===== src/rtl/gpio_debounce_pkg.sv =====
// Shared defaults for the GPIO debouncer and a helper that validates the
// counter sizing so a too-narrow counter is caught before it can wrap.
package gpio_debounce_pkg;

  localparam int unsigned DEF_WIDTH         = 12;
  localparam int unsigned DEF_CNT_W         = 16;
  localparam int unsigned DEF_STABLE_CYCLES = 50000;

  // True when 1 <= stable < 2**cnt_w, i.e. the terminal count fits the counter.
  function automatic bit stable_cycles_ok(input int unsigned stable,
                                          input int unsigned cnt_w);
    return (stable >= 1) && ((cnt_w >= 32) || (stable < (32'd1 << cnt_w)));
  endfunction

endpackage


===== src/rtl/gpio_debounce_bit.sv =====
// One debounced input: two-flop synchronizer, stability counter, accepted
// level and registered rise/fall pulses aligned with the new level.
module gpio_debounce_bit
  import gpio_debounce_pkg::*;
#(
  parameter int unsigned CNT_W         = DEF_CNT_W,
  parameter int unsigned STABLE_CYCLES = DEF_STABLE_CYCLES
) (
  input  logic clk,
  input  logic rst_n,
  input  logic raw,
  output logic level,
  output logic rise,
  output logic fall
);

  if (!stable_cycles_ok(STABLE_CYCLES, CNT_W)) begin : g_bad_cfg
    $error("gpio_debounce_bit: STABLE_CYCLES must satisfy 1 <= STABLE_CYCLES < 2**CNT_W");
  end

  localparam logic [CNT_W-1:0] LAST = CNT_W'(STABLE_CYCLES - 1);

  logic             sync1;
  logic             sync2;
  logic [CNT_W-1:0] cnt;
  logic             toggle;

  // Bring the asynchronous raw level into the clock domain.
  always_ff @(posedge clk or negedge rst_n) begin
    if (!rst_n) begin
      sync1 <= 1'b0;
      sync2 <= 1'b0;
    end else begin
      sync1 <= raw;
      sync2 <= sync1;
    end
  end

  // Accept the new value on the STABLE_CYCLES-th consecutive mismatch.
  always_comb begin
    toggle = (sync2 != level) && (cnt == LAST);
  end

  // Count consecutive mismatches; any agreement restarts the count.
  always_ff @(posedge clk or negedge rst_n) begin
    if (!rst_n) begin
      cnt   <= '0;
      level <= 1'b0;
    end else if (sync2 == level) begin
      cnt <= '0;
    end else if (toggle) begin
      cnt   <= '0;
      level <= ~level;
    end else begin
      cnt <= cnt + 1'b1;
    end
  end

  // Edge pulses use the pre-toggle level so they land with the new level.
  always_ff @(posedge clk or negedge rst_n) begin
    if (!rst_n) begin
      rise <= 1'b0;
      fall <= 1'b0;
    end else begin
      rise <= toggle & ~level;
      fall <= toggle & level;
    end
  end

endmodule


===== src/rtl/gpio_debounce.sv =====
// Debouncer bank for the board switches/buttons: WIDTH independent
// gpio_debounce_bit instances plus an optional sticky rising-event bank.
// Optional feature: define GPIO_DEBOUNCE_EVT_EN to enable evt_o/evt_clr_i;
// otherwise evt_o is tied to zero and evt_clr_i is ignored.
module gpio_debounce
  import gpio_debounce_pkg::*;
#(
  parameter int unsigned WIDTH         = DEF_WIDTH,
  parameter int unsigned CNT_W         = DEF_CNT_W,
  parameter int unsigned STABLE_CYCLES = DEF_STABLE_CYCLES
) (
  input  logic             clk_i,
  input  logic             arst_n_i,
  input  logic [WIDTH-1:0] raw_i,
  output logic [WIDTH-1:0] level_o,
  output logic [WIDTH-1:0] rise_o,
  output logic [WIDTH-1:0] fall_o,
  output logic [WIDTH-1:0] evt_o,
  input  logic [WIDTH-1:0] evt_clr_i
);

  for (genvar i = 0; i < WIDTH; i++) begin : g_bit
    gpio_debounce_bit #(
      .CNT_W        (CNT_W),
      .STABLE_CYCLES(STABLE_CYCLES)
    ) u_bit (
      .clk  (clk_i),
      .rst_n(arst_n_i),
      .raw  (raw_i[i]),
      .level(level_o[i]),
      .rise (rise_o[i]),
      .fall (fall_o[i])
    );
  end

`ifdef GPIO_DEBOUNCE_EVT_EN
  // Sticky rise flags; a coincident set wins over write-1-to-clear.
  always_ff @(posedge clk_i or negedge arst_n_i) begin
    if (!arst_n_i) begin
      evt_o <= '0;
    end else begin
      evt_o <= (evt_o & ~evt_clr_i) | rise_o;
    end
  end
`else
  logic unused_evt_clr;

  // Event bank disabled: no state, clear strobe deliberately unused.
  always_comb begin
    evt_o           = '0;
    unused_evt_clr  = ^evt_clr_i;
  end
`endif

endmodule

===== config.mk =====
export PLATFORM = sky130hd
export DESIGN_NAME = gpio_debounce
export DESIGN_NICKNAME = d
export VERILOG_FILES = /design/src/rtl/gpio_debounce_pkg.sv /design/src/rtl/gpio_debounce_bit.sv /design/src/rtl/gpio_debounce.sv
export SDC_FILE = /design/constraint.sdc
export NUM_CORES = 1
export LEC_CHECK = 0
export ABC_CLOCK_PERIOD_IN_PS = 2500
export CAP_MARGIN = 5
export CORE_UTILIZATION = 60
export DETAILED_ROUTE_END_ITERATION = 8
export GPL_TIMING_DRIVEN = 0
export PLACE_DENSITY_LB_ADDON = 0.15
export SLEW_MARGIN = 10
export SYNTH_ARGS = -nofsm -noshare
export SYNTH_HDL_FRONTEND = slang
export SYNTH_SLANG_ARGS = --single-unit
export TNS_END_PERCENT = 10

===== constraint.sdc =====
create_clock -name clk_i -period 2.5 [get_ports clk_i]
set_clock_uncertainty 0.15 [all_clocks]
set_input_delay 0.25 -clock clk_i [delete_from_list [all_inputs] [get_ports clk_i]]
set_output_delay 0.25 -clock clk_i [all_outputs]
set_load 0.01 [all_outputs]

Word level (Yosys, flattened, before mapping)
Cells that the tools add are included.
Word-level totals
  register bits: 252
  bits in latches: 0
  bits in writable memories: 0
  ROM bits: 0
  output and inout bits: 48
  memories: 0
Cells by class
  add/sub/neg operators: 12
  multipliers: 0
  div/mod/pow operators: 0
  $lt $le $gt $ge: 0
  eq/ne operators: 36
  shift-type cells: 0
  muxes and demuxes: 24
  bitwise logic cells: 48
  reductions and logical operators: 24
Operators by type and width (count)
  $mux W16: 24
  $add A16 B1 Y16 const B: 12
  $eq A16 B16 Y1 const B: 12
  $and A1 B1 Y1: 24
  $not A1 Y1: 24
  $reduce_and A2 Y1: 12
  $eq A1 B1 Y1: 12
  $logic_and A1 B1 Y1: 12
  $ne A1 B1 Y1: 12

Longest topological paths before layout
Gate-level depths: netlist of the first run.
  depth after elaboration: 4
  depth in mapped cells: 6
  gate-level depth less buffers: 5

By module
From an unflattened synthesis of the first run, not the netlist that was laid out.
Unflattened totals
  cells, all modules: 1105
  area total of the unflattened synthesis: 13051.3 µm²
By module, submodules not included
  gpio_debounce_bit: times used 12, cells each 91, area each 1079.8 µm², seq. area each 525.5 µm²
  gpio_debounce: times used 1, cells each 13, area each 93.8 µm², seq. area each 0.0 µm²

Worst setup path before layout of the first run
Ideal clock, no wire load.
  kind: reg2reg
  from: register g_bit[0].u_bit.cnt[4]
  to: register g_bit[0].u_bit.level
  setup time: 125 ps
  arrival time: 1738 ps
  setup slack: 487 ps
  stages on the path, launching flop included: 4
  path buffers: 0
  period minus slack after synthesis: 2013 ps
  cells stage by stage: dfrtp_1 or4bb_1 or4_4 mux2_4
Between the ends
  longest elaborated chain between the ends: 3
RTL lines
  start: declaration: line gpio_debounce_bit.sv:25  | logic [CNT_W-1:0] cnt;
  start signal: assignment: line gpio_debounce_bit.sv:55  | cnt <= cnt + 1'b1;
  $eq A16 B16 Y1: line gpio_debounce_bit.sv:41  | toggle = (sync2 != level) && (cnt == LAST);
  $logic_and A1 B1 Y1: line gpio_debounce_bit.sv:41
  $reduce_and A2 Y1 (no line)
  end signal: assignment: line gpio_debounce_bit.sv:53  | level <= ~level;
  end: declaration: line gpio_debounce_bit.sv:12  | output logic level,
No other way between the ends.
A chain may end at the register's enable or synchronous reset.

Worst setup path in the final report of the first run
  from: register g_bit[1].u_bit.cnt[0]
  to: register g_bit[1].u_bit.cnt[9]
Between the ends
  longest elaborated chain between the ends: 4
  elaborated cells on any way between the ends: 5
RTL lines
  start: declaration: line gpio_debounce_bit.sv:25
  start signal: assignment: line gpio_debounce_bit.sv:55
  branches (longest 2 deep; another with $add A16 B1 Y16)
  $mux W16 *: line gpio_debounce_bit.sv:51  | end else if (toggle) begin
  $mux W16 *: line gpio_debounce_bit.sv:49  | end else if (sync2 == level) begin
Every way passes the cells marked *.

==> summary.md, run 1 <==
| Metric | Value |
|---|---|
| Async SR Flop Fraction | 100% |
| DRC viols | 0 |
| Final hold viol count | 0 |
| Worst setup path category | register to register |
| Critical Path Sink Type | register |
| Yosys top cell area share | 53.6% |
| Max-Cap Viols | 0 |
| Share of cells above drive strength 1 | 8.79% |
| Ant. Diodes | 0 |
| Post-Syn Area per Cell | 10.4 um^2 |
| Worst Tran Pin Value | 550 ps |
| Area grow syn2layout | 15.5% |
| Clk_lat worst skew | 520 ps |
| Post-synthesis sequential area ratio | 53.6% |
| Synth warnings | 0 |
| Hpwl dp | 13600 um |
| Via density | 5.42 |
| GRT Resource Usage Total | 21.4% |
| Max Buffers Root-to-Sink | 3 |
| Routability cong. | 0.815 |
| DIE AREA | 20200 um^2 |
| DR WL/cell | 13.6 um |
| Final design utilization | 71.7% |
| Post-CTS setup repair buffer count | 0 |
| Final setup margin | 285 ps |
| Sw Pwr | 1.81 mW |
| CTS tree | built |
| Top-level I/O count | 74 |
| FP Rows | 50 |
| Largest net degree at the start of global routing | 109 |
| Leak | 5.63 nW |
| Number of synthesized flops with an enable pin | 0 |
| Largest area contributor in the netlist | dfrtp_1 |
| Data required, critical path | 2730 ps |
| VDD IR-drop max | 0.655 mV |
| Status | complete, no violations |
| Antenna viol nets, final | 0 |
| Fmax | 452 MHz |
| Die Y | 142 um |
| PD cells | 605 nW/um^2 |
| Switch share | 22.0% |
| Die W | 142 um |
| Flops & latches, synth | 252 |
| Initial DRC count | 475 |
| First-pass detailed-route iteration total | 6 |
| CTS resizes | 0 |
| Sink Count | 252 |
| Final WL | 20500 um |
| Vias in the first global route | 7819 |
| Relative slew slack | 63.3% |
| Worst min-delay path class | primary input to register |
| Post-Syn Area | 11800 um^2 |
| PortBufs | 49 |
| First-pass GRT wire length | 35900 um |
| Antenna violations before repair | 0 |
| Tmin final | 2210 ps |
| Hold WS | 21.9 ps |
| GRT overflow | 0 |
| Root buf cell | clkbuf_16 |
| Slew Viols, Final | 0 |
| Routed vias | 8188 |
| RSZ-0062 raised after global routing | false |
| Clock transition at path regs | 60 ps |
| Most common cell in the netlist | dfrtp_1 |
| Cell variety after synth | 41 |
| Placed Area | 12700 um^2 |
| Dpl ws | 259 ps |
| Final setup fails | 0 |
| Final instance area | 13600 um^2 |
| Starting density of the core | 62.1% |
| Total CTS buffers | 27 |
| Seq pwr share | 51.2% |
| Multi-input logic area | 4960 um^2 |
| Startpoint Class | register |
| Gate power share | 3.5% |
| Fill cells | 1416 |
| Htree depth | 1 |
| Fin crit share | 88.6% |
| Clk pwr share | 45.3% |
| Most instantiated cells after synthesis | dfrtp_1, nor2_1, xnor2_1 |
| Worst-path fanout max | 10 |
| Crit path DAT | 2450 ps |
| Synth top area cells | dfrtp_1, xnor2_1, nor2_1 |
| Final TNS setup | 0 ps |
| Pint | 6.42 mW |
| CORE AREA | 19000 um^2 |
| Nets | 1272 |
| Flip-flop and latch area | 6310 um^2 |
| Syn Inst Count | 1136 |
| Synth Flop Type | dfrtp_1 |
-- power groups by stage --
stage	combinational, mW	sequential (mW)	clock (mW)
CTS	0.294	4.21	3.83
finish	0.285	4.21	3.73
floorplan	0.140	4.27	0
global placement	0.267	4.29	0
global route	0.334	4.22	4.01
detailed placement	0.283	4.28	0
-- path summary, 6_finish.rpt --
path / from / endpoint / slack, ps / depth (start not counted)
max in group asynchronous: arst_n_i / g_bit[7].u_bit.cnt[15]$_DFF_PN0_ / 1180 / 3
worst min register to register: g_bit[9].u_bit.sync1$_DFF_PN0_ / g_bit[9].u_bit.sync2$_DFF_PN0_ / 190 / 0
worst max-delay path: g_bit[1].u_bit.cnt[0]$_DFF_PN0_ / g_bit[1].u_bit.cnt[9]$_DFF_PN0_ / 290 / 6
worst max register to register: g_bit[1].u_bit.cnt[0]$_DFF_PN0_ / g_bit[1].u_bit.cnt[9]$_DFF_PN0_ / 290 / 6
worst min-delay path: raw_i[10] / g_bit[10].u_bit.sync1$_DFF_PN0_ / 20 / 1
min in group asynchronous: arst_n_i / g_bit[2].u_bit.cnt[13]$_DFF_PN0_ / 130 / 2
-- registers in the layout, indices dropped and copies added, names as in the netlist --
name / count
g_bit.u_bit.sync1: 12
g_bit.u_bit.level: 12
g_bit.u_bit.sync2: 12
g_bit.u_bit.fall: 12
g_bit.u_bit.rise: 12
g_bit.u_bit.cnt: 192
-- cells by family (layout without fill, tap and decap cells) --
group / Yosys count / in the layout / share of synthesized area (%)
buf+inv: 95 / 200 / 4.68
compound gates: 5 / 5 / 0.308
fa+ha+maj: 12 / 12 / 1.28
simple gates: 575 / 575 / 25.4
xor+xnor: 190 / 190 / 14.1
other cells: 1 / 12 / 0.0319
mux: 6 / 6 / 0.606
flops: 252 / 252 / 53.6
-- layer usage --
layer / global-route usage (%) / part of all wire [%]
met5: 0 / 0
met4: 4.98 / 1.9
met3: 3.20 / 3.3
met2: 35.0 / 47
met1: 30.4 / 48
-- layout by cell type, fill, tap and decap left out, types with 9 or more instances in the layout --
cell / count
inv_1: 30
nand2_1: 40
ha_1: 12
and3_1: 22
nor4b_1: 9
xnor2_1: 146
dfrtp_1: 252
nor3b_1: 13
nor4bb_1: 18
conb_1: 12
clkbuf_1: 17
nand4_1: 52
nand3_1: 70
nor3_1: 40
xor2_1: 44
clkbuf_16: 27
buf_4: 49
nor4_1: 56
nor2_1: 218
clkdlybuf4s50_1: 48
-- final cells by class --
type | count | share of cell area, %
plain buffers | 65 | 3.22
clock buffers | 34 | 5.38
clock inverters | 13 | 0.755
inverters | 30 | 0.828
multi-input cells | 800 | 36.5
flip-flops and latches | 252 | 46.4
well taps | 260 | 2.39
repair buffers | 58 | 4.57
-- metrics by stage --
step | std cells | total power, mW
finish | 1512 | 8.23
detailed placement | 1458 | 4.57
global route | 1512 | 8.56
global placement | 1456 | 4.55
floorplan | 1147 | 4.41
CTS | 1512 | 8.34
-- worst max-delay path, stage by stage, from the launching register on --
cell      delay (ps)
dfrtp_1          390
ha_1             210
nand3_1          260
nand4b_1         340
nand2_1          220
clkbuf_1         400
nor2_1           100
-- repair_timing --
action / in CTS / in global routing
endpoints found under the hold margin: 75 / 0
hold buffers: 7 / 0
setup endpoints to repair: 0 / 0
Note: power is estimated with default switching activity, not from simulation.
==> run 2, diff against run 1 <==
- CORE_ASPECT_RATIO: not set -> 0.7
- REMOVE_ABC_BUFFERS: not set -> 1
- SETUP_SLACK_MARGIN: not set -> 0.2
==> summary.md, run 2 (same netlist as run 1, synthesis figures left out) <==
| Metric | Value |
|---|---|
| Final setup fails | 0 |
| PortBufs | 49 |
| Worst min-delay path class | primary input to register |
| Slew Viols, Final | 0 |
| Worst-path fanout max | 8 |
| Antenna viol nets, final | 0 |
| Routed vias | 7970 |
| Top-level I/O count | 74 |
| Nets | 1199 |
| Clock transition at path regs | 60 ps |
| FF-to-FF End | g_bit[0].u_bit.level$_DFFE_PN0P_ |
| Hpwl dp | 13200 um |
| Htree depth | 1 |
| First-pass detailed-route iteration total | 5 |
| DIE AREA | 20200 um^2 |
| Final WL | 20300 um |
| Die Y | 119 um |
| Relative slew slack | 62.2% |
| Ant. Diodes | 0 |
| RSZ-0062 raised after global routing | false |
| Reg2Reg Setup Slack | 370 ps |
| CORE AREA | 19100 um^2 |
| Critical path origin | g_bit[0].u_bit.cnt[0]$_DFF_PN0_ |
| Via density | 5.52 |
| Sink Count | 252 |
| Worst setup endpoint | g_bit[0].u_bit.level$_DFFE_PN0P_ |
| Worst Tran Pin Value | 567 ps |
| Startpoint Class | register |
| Starting density of the core | 61.7% |
| Clk_lat worst skew | 510 ps |
| Worst r2r path cells | 4 |
| DR WL/cell | 14.1 um |
| Crit path DAT | 2370 ps |
| Tmin final | 2130 ps |
| Status | complete, no violations |
| Antenna violations before repair | 0 |
| Routability cong. | 0.817 |
| Initial DRC count | 596 |
| Data required, critical path | 2740 ps |
| DRC viols | 0 |
| GRT Resource Usage Total | 21.5% |
| Most common cell after layout, fill and taps aside | dfrtp_1 |
| Leak | 5.32 nW |
| First-pass GRT wire length | 36100 um |
| Fmax | 469 MHz |
| Max-Cap Viols | 0 |
| Reg with most FFs | g_bit.u_bit.cnt |
| VDD IR-drop max | 0.473 mV |
| Area grow syn2layout | 11.4% |
| Number of flip-flops in the largest register | 192 |
| Critical Path Sink Type | register |
| Commonest cells after routing, fill and taps aside | dfrtp_1, nor2_1, xnor2_1, nand3_1, nor4_1 |
| Fin crit share | 85.2% |
| Fill cells | 1453 |
| GRT overflow | 0 |
| Final TNS setup | 0 ps |
| Max Buffers Root-to-Sink | 3 |
| Final hold viol count | 0 |
| Placed instance count | 1397 |
| FP Rows | 42 |
| RR Startpoint | g_bit[0].u_bit.cnt[0]$_DFF_PN0_ |
| PD cells | 632 nW/um^2 |
| CTS tree | built |
| Worst setup path category | register to register |
| Die W | 169 um |
| Final design utilization | 68.7% |
| Share of cells above drive strength 1 | 4.92% |
| Root buf cell | clkbuf_16 |
| Vias in the first global route | 7569 |
| Largest net degree at the start of global routing | 98 |
| Final Non-Filler Cells | 1443 |
| Total CTS buffers | 25 |
## run 2: cell count changes in the layout (fill, tap and decap cells not counted), moves of 2 or more
cell / delta
buf_4: -49
clkbuf_8: +2
clkbuf_16: -2
clkinvlp_4: -3
clkbuf_1: -14
dlygate4sd3_1: -6
buf_2: -2
bufinv_16: +2
## run 2: power breakdown
group / switching, mW / internal, mW / total (mW)
combinational: 0.173 / 0.0843 / 0.258
sequential: 0.0673 / 4.14 / 4.21
clock: 1.52 / 2.29 / 3.82
total: 1.76 / 6.52 / 8.29
## run 2: how the worst min path moves through the flow
stage	end	depth (start not counted)	startpoint	slack (ps)
after global placement	g_bit[11].u_bit.sync2$_DFF_PN0_	0	g_bit[11].u_bit.sync1$_DFF_PN0_	180
after global routing	g_bit[11].u_bit.sync1$_DFF_PN0_	1	raw_i[11]	0.2
after CTS	g_bit[11].u_bit.sync1$_DFF_PN0_	1	raw_i[11]	0.2
after floorplan	g_bit[0].u_bit.cnt[0]$_DFF_PN0_	0	arst_n_i	-200
after detailed placement	g_bit[9].u_bit.cnt[14]$_DFF_PN0_	1	arst_n_i	110
final	g_bit[11].u_bit.sync1$_DFF_PN0_	1	raw_i[11]	20
## run 2: final cells by class
class	instances	area (um^2)	share of cell area (%)
inverter	30	113	0.859
timing repair buffer	52	561	4.27
sequential	252	6310	48.1
clock buffer	33	706	5.38
tap	264	330	2.52
multi-input combinational	800	4960	37.8
clock inverter	12	140	1.07
## run 2: what timing repair did
| action | CTS | global route |
|---|---|---|
| endpoints found under the setup margin | 0 | 10 |
| gates resized for setup | 0 | 1 |
| hold endpoints to repair | 75 | 0 |
| hold buffers | 1 | 0 |
| setup buffers | 0 | 0 |
## run 2: metrics by stage
stage	power [mW]	setup slack, ps	area [um^2]	hold WS [ps]
global route	8.61	240	13100	0.178
CTS	8.39	300	13100	0.201
global placement	4.53	-9520	12200	182
finish	8.29	370	13100	23.7
detailed placement	4.55	349	12300	112
floorplan	4.39	487	11400	-196
## run 2: worst max-delay path, stage by stage (launching register included)
cell and delay, ps:
dfrtp_1 390, ha_1 200, nand3_1 280, or4_4 680, mux2_4 310
## run 2: routing by layer
layer / track usage, % / share of wire, % / wire length [um]
met5: 0 / 0 / 0
met1: 33.9 / 52 / 10600
met4: 4.56 / 1.8 / 370
met2: 31.4 / 42 / 8510
met3: 3.36 / 3.9 / 792
==> run 3, diff against run 2 <==
- ABC_CLOCK_PERIOD_IN_PS: 2500 -> not set
- CORE_MARGIN: not set -> 2
==> summary.md, run 3 (same netlist as run 1, synthesis figures left out) <==
| Metric | Value |
|---|---|
| Status | complete, no violations |
| Htree depth | 1 |
| Max Buffers Root-to-Sink | 3 |
| Reg with most FFs | g_bit.u_bit.cnt |
| Startpoint Class | register |
| PortBufs | 49 |
| Antenna violations before repair | 0 |
| FP Rows | 42 |
| Worst path slowest cell | or4_1 |
| Starting density of the core | 61.7% |
| GRT Resource Usage Total | 20.3% |
| Critical path cell sequence | or4_1, nor4_1, nand4b_1, nor3b_1 |
| Worst Tran Pin Value | 566 ps |
| Crit-path max cell delay | 530 ps |
| CTS resizes | 0 |
| Max-Cap Viols | 0 |
| Hold buffers post-CTS | 1 |
| Root buf cell | clkbuf_16 |
| RSZ-0062 raised after global routing | false |
| Relative slew slack | 62.2% |
| Critical Path Sink Type | register |
| Worst setup path category | register to register |
| Die W | 171 um |
| Nets | 1198 |
| Multi-input logic area | 4960 um^2 |
| Routability cong. | 0.845 |
| GRT overflow | 0 |
| Final hold viol count | 0 |
| Fmax | 462 MHz |
| First-pass GRT wire length | 35000 um |
| Worst r2r path cells | 4 |
| CTS tree | built |
| First-pass detailed-route iteration total | 4 |
| Leak | 5.28 nW |
| Clk_lat worst skew | 520 ps |
| Antenna viol nets, final | 0 |
| Routed vias | 7906 |
| Met2 wire length | 8340 um |
| PD cells | 606 nW/um^2 |
| Worst min-delay path class | primary input to register |
| CORE AREA | 19100 um^2 |
| Tmin final | 2170 ps |
| Worst-path fanout max | 5 |
| DR top layer | met4 |
| Data required, critical path | 2710 ps |
| Flip-flop and latch area | 6310 um^2 |
| Total CTS buffers | 24 |
| Share of cells above drive strength 1 | 4.26% |
| Worst setup endpoint | g_bit[7].u_bit.rise$_DFF_PN0_ |
| Final setup fails | 0 |
| Reg2Reg Setup Slack | 330 ps |
| Number of flip-flops in the largest register | 192 |
| Vias in the first global route | 7348 |
| DIE AREA | 20800 um^2 |
| Post-Route M1 WL | 10400 um |
| Area grow syn2layout | 10.5% |
| Final Non-Filler Cells | 1439 |
| Via density | 5.49 |
| Power, Total | 7.88 mW |
| Largest net degree at the start of global routing | 103 |
| DR WL/cell | 13.9 um |
| RR Startpoint | g_bit[7].u_bit.cnt[12]$_DFF_PN0_ |
| Fin crit share | 86.6% |
| Die Y | 121 um |
| Top-level I/O count | 74 |
| Slew Viols, Final | 0 |
| Worst hold start | raw_i[4] |
| Commonest cells after routing, fill and taps aside | dfrtp_1, nor2_1, xnor2_1, nand3_1, nor4_1 |
| Ant. Diodes | 0 |
| DRC viols | 0 |
| Fill cells | 1443 |
| Placed instance count | 1397 |
| DR WL met3 | 932 um |
| Post-CTS setup repair buffer count | 0 |
| Most common cell after layout, fill and taps aside | dfrtp_1 |
| Critical path origin | g_bit[7].u_bit.cnt[12]$_DFF_PN0_ |
| VDD IR-drop max | 0.568 mV |
| Initial DRC count | 588 |
| FF-to-FF End | g_bit[7].u_bit.rise$_DFF_PN0_ |
| Sink Count | 252 |
| Final TNS setup | 0 ps |
| Hpwl dp | 13100 um |
| Crit path DAT | 2380 ps |
| Final WL | 20000 um |
| Clock transition at path regs | 60 ps |
==> run 3: cell types whose count changed in the layout (fill, tap and decap cells not counted), sizes merged <==
cell	before	now
clkinvlp	2	0
bufinv	3	0
clkinv	7	5
clkbuf	33	36
==> run 3: power breakdown <==
group,total (mW),internal [mW],switching (mW)
logic,0.253,0.0832,0.170
registers,4.21,4.15,0.0665
clock network,3.41,1.97,1.44
total,7.88,6.20,1.68
==> run 3: worst min-delay path by stage <==
stage	endpoint	cells past startpoint
CTS	g_bit[4].u_bit.sync1$_DFF_PN0_	1
detailed placement	g_bit[9].u_bit.cnt[8]$_DFF_PN0_	1
global placement	g_bit[1].u_bit.sync2$_DFF_PN0_	0
finish	g_bit[4].u_bit.sync1$_DFF_PN0_	1
global route	g_bit[2].u_bit.sync1$_DFF_PN0_	1
floorplan	g_bit[0].u_bit.cnt[0]$_DFF_PN0_	0
==> run 3: stage by stage <==
step / utilization [%] / hold WS, ps / setup WS, ps / instance area (um^2)
6_report: 68.2 / 19.9 / 335 / 13000
5_1_grt: 68.2 / 3.11 / 206 / 13000
4_1_cts: 68.2 / 2.65 / 331 / 13000
3_5_place_dp: 64.2 / 42.6 / 335 / 12300
3_3_place_gp: 63.9 / 182 / -9530 / 12200
2_1_floorplan: - / -196 / 487 / 11400
==> run 3: cell type report <==
cell class / instances / area share, %
clock inverters: 5 / 0.192
flip-flops and latches: 252 / 48.5
well taps: 264 / 2.54
clock buffers: 36 / 5.51
repair buffers: 52 / 4.31
inverters: 30 / 0.866
multi-input cells: 800 / 38.1
==> run 3: critical path, delay by kind of cell, from the launching register on <==
kind,cells,cell delay (ps)
flops,1,430
simple gates,4,1460
==> run 3: metal layers <==
metal / vias to the layer above / global-route usage, %
met5: - / 0
met4: 0 / 4.56
met3: 26 / 3.82
met2: 168 / 29.1
met1: 3812 / 32.1
li1: 3900 / -
